<file path="config.mk">
export PLATFORM = sky130hd
export DESIGN_NAME = erx_protocol_burst
export DESIGN_NICKNAME = d
export VERILOG_FILES = /design/src/rtl/erx_protocol_burst.sv
export SDC_FILE = /design/constraint.sdc
export NUM_CORES = 1
export LEC_CHECK = 0
export CORE_MARGIN = 3
export CORE_UTILIZATION = 54
export DETAILED_ROUTE_END_ITERATION = 10
export GPL_ROUTABILITY_DRIVEN = 0
export PLACE_DENSITY = 0.83
export SETUP_SLACK_MARGIN = 0.5
export SYNTH_ARGS = -nofsm -noshare
export SYNTH_HDL_FRONTEND = slang
export SYNTH_SLANG_ARGS = --single-unit
</file>
<file path="constraint.sdc">
create_clock -name clk -period 4 [get_ports clk]
set_input_delay 0.4 -clock clk [delete_from_list [all_inputs] [get_ports clk]]
set_output_delay 0.4 -clock clk [all_outputs]
set_load 0.03 [all_outputs]
</file>
<file path="src/rtl/erx_protocol_burst.sv">
// ---------------------------------------------------------------------------
// erx_protocol_burst
// Elink RX protocol stage between the deserialiser and the MMU/filter.
// For each beat it:
//   - regenerates the destination address (a stride of 1 << datamode is added
//     for burst continuation beats),
//   - checks that bursts are legal (no orphan continuations, no more than
//     MAXBURST beats per burst),
//   - tags beats whose address targets this link ID as erx_rr.
// Accepted beats go through a 2-entry skid buffer. The buffer raises a
// registered wait toward the deserialiser when it is full.
//
// Ports:
//   clk, nreset             clock, asynchronous active-low reset
//   test_mode               consume and drop all incoming traffic
//   rx_access/rx_burst      incoming beat valid / continuation flag
//   rx_packet[PW-1:0]       incoming beat
//   rx_wait                 backpressure toward the deserialiser
//   erx_access/erx_packet   outgoing beat valid / packet
//   erx_rr                  outgoing beat is a read response to this link
//   erx_wait                downstream stall
//   burst_err/err_clear     sticky burst protocol error and its clear
//
// Optional feature (macro ERX_PROTOCOL_STATS_EN):
//   stat_beats[31:0]        saturating count of enqueued beats
//   stat_drops[15:0]        saturating count of beats dropped by the FSM
// ---------------------------------------------------------------------------
`timescale 1ns/1ps

module erx_protocol_burst #(
  parameter int          AW       = 32,
  parameter int          PW       = 3*AW+8,
  parameter logic [11:0] ID       = 12'h999,
  parameter int          MAXBURST = 16
) (
  input  logic          clk,
  input  logic          nreset,
  input  logic          test_mode,
  input  logic          rx_access,
  input  logic          rx_burst,
  input  logic [PW-1:0] rx_packet,
  output logic          rx_wait,
  output logic          erx_access,
  output logic [PW-1:0] erx_packet,
  output logic          erx_rr,
  input  logic          erx_wait,
  output logic          burst_err,
  input  logic          err_clear
`ifdef ERX_PROTOCOL_STATS_EN
  ,
  output logic [31:0]   stat_beats,
  output logic [15:0]   stat_drops
`endif
);

  typedef enum logic {IDLE, BURST} state_t;

  // The 8-bit beat counter wraps to 0 after 255 beats. With MAXBURST=256,
  // the truncated limit is therefore 0, and it matches exactly when the
  // 256th beat has been taken.
  localparam logic [7:0] MaxBeats = 8'(MAXBURST);

  state_t        state_q, state_d;
  logic [AW-1:0] addr_q, addr_d;
  logic [7:0]    beatCnt_q, beatCnt_d;
  logic [PW:0]   fifo_q [2];
  logic [PW:0]   fifo_d [2];
  logic [1:0]    fifoCount_q, fifoCount_d;
  logic          wait_q;
  logic          burstErr_q, burstErr_d;

  logic          accept;
  logic          live;
  logic          push;
  logic          pop;
  logic          drop;
  logic [AW-1:0] stride;
  logic [AW-1:0] genAddr;
  logic [PW-1:0] outPacket;
  logic          outRr;

  assign accept = rx_access & ~rx_wait;
  assign live   = accept & ~test_mode;
  assign stride = AW'(1) << rx_packet[2:1];
  assign pop    = erx_access & ~erx_wait;

  // Burst tracking. A beat with rx_burst=0 always starts a fresh burst,
  // whatever the current state is.
  always_comb begin
    state_d   = state_q;
    addr_d    = addr_q;
    beatCnt_d = beatCnt_q;
    push      = 1'b0;
    drop      = 1'b0;
    genAddr   = rx_packet[AW+7:8];
    if (live) begin
      if (!rx_burst) begin
        addr_d    = genAddr;
        beatCnt_d = 8'd1;
        state_d   = BURST;
        push      = 1'b1;
      end else if (state_q == IDLE) begin
        drop = 1'b1;
      end else if (beatCnt_q == MaxBeats) begin
        drop    = 1'b1;
        state_d = IDLE;
      end else begin
        genAddr   = addr_q + stride;
        addr_d    = genAddr;
        beatCnt_d = beatCnt_q + 8'd1;
        push      = 1'b1;
      end
    end
  end

  always_comb begin
    outPacket           = rx_packet;
    outPacket[AW+7:8]   = genAddr;
  end

  assign outRr = (genAddr[AW-1:AW-12] == ID) & rx_packet[0];

  // Setting the error has priority over clearing it in the same cycle.
  always_comb begin
    burstErr_d = burstErr_q;
    if (drop) begin
      burstErr_d = 1'b1;
    end else if (err_clear) begin
      burstErr_d = 1'b0;
    end
  end

  // Shift-style skid buffer: entry 0 is always the head. A pop shifts
  // entry 1 down, and a push lands in the first free slot after the pop.
  always_comb begin
    fifo_d      = fifo_q;
    fifoCount_d = fifoCount_q;
    if (pop) begin
      fifo_d[0]   = fifo_q[1];
      fifoCount_d = fifoCount_q - 2'd1;
    end
    if (push) begin
      fifo_d[fifoCount_d[0]] = {outRr, outPacket};
      fifoCount_d            = fifoCount_d + 2'd1;
    end
  end

  always_ff @(posedge clk or negedge nreset) begin
    if (!nreset) begin
      state_q     <= IDLE;
      addr_q      <= '0;
      beatCnt_q   <= '0;
      fifo_q[0]   <= '0;
      fifo_q[1]   <= '0;
      fifoCount_q <= '0;
      wait_q      <= 1'b0;
      burstErr_q  <= 1'b0;
    end else begin
      state_q     <= state_d;
      addr_q      <= addr_d;
      beatCnt_q   <= beatCnt_d;
      fifo_q      <= fifo_d;
      fifoCount_q <= fifoCount_d;
      wait_q      <= (fifoCount_d == 2'd2);
      burstErr_q  <= burstErr_d;
    end
  end

  // In test_mode every beat is swallowed, so the source must never be stalled.
  assign rx_wait                = wait_q & ~test_mode;
  assign erx_access             = (fifoCount_q != 2'd0);
  assign {erx_rr, erx_packet}   = fifo_q[0];
  assign burst_err              = burstErr_q;

`ifdef ERX_PROTOCOL_STATS_EN
  logic [31:0] statBeats_q;
  logic [15:0] statDrops_q;

  always_ff @(posedge clk or negedge nreset) begin
    if (!nreset) begin
      statBeats_q <= '0;
      statDrops_q <= '0;
    end else if (err_clear) begin
      statBeats_q <= '0;
      statDrops_q <= '0;
    end else begin
      if (push && (statBeats_q != '1)) begin
        statBeats_q <= statBeats_q + 32'd1;
      end
      if (drop && (statDrops_q != '1)) begin
        statDrops_q <= statDrops_q + 16'd1;
      end
    end
  end

  assign stat_beats = statBeats_q;
  assign stat_drops = statDrops_q;
`endif

endmodule

</file>
==> impl_metrics.csv <==
group,metric,value,unit
timing,period_minus_slack,3000,ps
critical_path,cp_max_fo,11,
global_routing,globalRoute.totalOverflow,0,
clocking,cts-buffers-inserted,28,
global_routing,grt_max_degree,173,
logic_synthesis,synth_top_cell_by_area,"dfrtp_1",
timing,rsz0062_at_grt,"no",
timing,setup-tns-final,0,ps
timing,finClkSkew,14.6,ps
clocking,cts.path.max_buffers,3,
power_and_ir_drop,p_leak,6.43,nW
detailed_routing,drc,0,
floorplan,ios,219,
power_and_ir_drop,ir_drop,0.484,mV
final_layout,fin_util,0.664,
logic_synthesis,synth_area_leaders,"dfrtp_1 (49%), mux2_2 (8.4%), mux2i_1 (8.4%)",
timing,worst_pin_slew,992,ps
timing,finalMaxSlewViolations,0,
clocking,path_clk_slew,60,ps
floorplan,rows,56,
global_routing,track_usage,0.238,
final_layout,area_growth,20.5,%
logic_synthesis,syn_inst,1236,
logic_synthesis,synth-seq-cells,255,
clocking,post_cts_buffers,0,
timing,whs,-45.1,ps
job,drv_cap,0,
placed_design,pre_cts_ws,540,ps
timing,slew_headroom,0.338,
timing,clock.fmax,333,MHz
detailed_routing,via_count,9443,
timing,worst_slack,996,ps
logic_synthesis,synthesis.nets,1356,
logic_synthesis,synth.distinct_cells,63,
detailed_routing,vias_per_cell,5.70,
global_routing,grt_pass1_vias,9570,
placed_design,hpwl,21.0,mm
critical_path,max_stage_delay,570,ps
detailed_routing,ant_nets,0,
detailed_routing,drt_iter0_markers,630,
detailed_routing,dr.pass1.iters,6,
logic_synthesis,async_reset_ff_frac,1.00,
clocking,cts_sinks,255,
clocking,cts_resized,0,
critical_path,r2r_slack,1010,ps
detailed_routing,routedWlPerCell,19.0,µm
placed_design,port_buffers,218,
floorplan,dieArea,25900,µm²
status,violations,"negative hold slack",
logic_synthesis,ys.flop_type,"dfrtp_1",
power_and_ir_drop,p_total,12.3,mW
clocking,hold_buffers,0,
critical_path,crit_chain,"clkdlybuf4s50_1 -> nor2_1 -> ha_1 -> fa_1 -> a211o_1 -> nand3_2 -> or4_1 -> a31oi_1 -> and4_1 -> nand4b_4 -> o22ai_2",
floorplan,die_y,161,µm
timing,setup_viol,0,
logic_synthesis,synth_area,13000,µm²
clocking,htreeDepth,1,
detailed_routing,finalWirelength,31.5,mm
critical_path,start_kind,"input pin",
global_routing,grt_pass1_wl,50.6,mm
clocking,ctsRootBufferMaster,"clkbuf_16",
logic_synthesis,synth_warnings,0,
worst_hold_path,hp-class,"in2async",
clocking,insertion_delay,540,ps
status,status,"finished, violations left",
final_layout,final_net_count,1441,
clocking,cts_tree,"built",
floorplan,initial_core_util,0.551,
final_layout,drive_gt1_frac,0.134,
floorplan,core-area,23500,µm²
critical_path,end_kind,"flop",
critical_path,crit_required,4450,ps
critical_path,critPathKind,"in2reg",
floorplan,die_w,161,µm
final_layout,n_antenna_cell,0,
global_routing,antenna_found_initial,0,
timing,fin_crit_sh,0.751,
power_and_ir_drop,p_per_area,786,nW/µm²
critical_path,critPathSlowestCell,"or4_1",
logic_synthesis,yosysTopAreaCellShare,0.492,
logic_synthesis,syn_area_per_cell,10.5,µm²
timing,hold_viol,7,
logic_synthesis,synth_edf_count,0,
logic_synthesis,ys_seq_area_frac,0.492,
critical_path,crit_arrival,3460,ps
==> layer usage <==
metal	track usage	up-vias	wire [µm]
li1	-	4420	-
met1	0.311	4620	13100
met2	0.392	329	14900
met3	0.0583	74	2320
met4	0.0798	0	1250
met5	0	-	0
==> cell type report <==
class	count	area [µm²]
Fill cell	1825	7920
Sequential cell	255	6380
Multi-Input combinational cell	786	5450
Timing Repair Buffer	235	2380
Clock buffer	42	863
Tap cell	319	399
Clock inverter	6	95.1
Inverter	15	56.3
==> worst max-delay path, delay by kind of cell <==
family	cells	cell delay, ps
AOI/OAI and AO/OA	3	600
buffers and inverters	1	520
adders and majority gates	2	500
and+or+nand+nor	5	1430
==> through the flow <==
step | cells | cell area (µm²)
floorplan | 1236 | 13000
global placement | 1610 | 14700
detailed placement | 1610 | 14700
CTS | 1658 | 15600
global route | 1658 | 15600
finish | 1658 | 15600
==> kinds of logic after synthesis <==
| logic type | synth area share |
|---|---|
| adders and majority gates | 0.00926 |
| AOI/OAI and AO/OA | 0.117 |
| DFF | 0.492 |
| and+or+nand+nor | 0.105 |
| xor gates and xnor gates | 0.0195 |
| buffers and inverters | 0.0895 |
| muxes | 0.168 |
==> where the power goes <==
part	switching, mW	internal (mW)
sequential	0.769	3.79
clock	1.03	1.61
combinational	2.78	2.31
==> cells in the mapped netlist (3+ instances only) <==
master    count
a211oi_1     12
a21o_1        4
a21oi_1      47
a221o_1       3
a22oi_1       3
a31oi_1       3
and2_1        6
and3_1       10
and4_1        6
buf_1         3
buf_2        21
buf_4       105
clkbuf_1     49
dfrtp_1     255
ha_1          8
inv_1        14
mux2_2       97
mux2i_1     109
nand2_1     138
nand3_1      27
nand4_1       9
nor2_1       31
nor2b_1      13
nor3_1       10
nor4_1        6
o21a_1        4
o21ai_0     151
o22ai_1      20
o31ai_1       3
or4_1         3
xnor2_1      21
xor2_1        6
==> path summary, 6_finish.rpt <==
kind	from	endpoint	depth (start not counted)
max	rx_packet[2]	erx_rr$_DFF_PN0_	11
min	nreset	erx_packet[18]$_DFF_PN0_	1
max reg2reg	beatCnt_q[0]$_DFFE_PN0P_	erx_rr$_DFF_PN0_	10
min reg2reg	flop	flop	1
max in group asynchronous	nreset	asynchronous set/reset pin	2
min in group clk	rx_packet[45]	erx_packet[45]$_DFF_PN0_	3
==> cells in the final DEF, fill, tap and decap left out, types with 13 or more instances in the layout <==
cell	Yosys	routed
inv_1	14	14
dfrtp_1	255	255
a21oi_1	47	47
nor2b_1	13	13
o22ai_1	20	20
clkdlybuf4s50_1	0	217
mux2i_1	109	109
xnor2_1	21	21
clkbuf_16	0	28
nand2_1	138	138
o21ai_0	151	151
nand3_1	27	27
mux2_2	97	97
nor2_1	31	29
No activity file was read; power rests on OpenSTA's default activity.
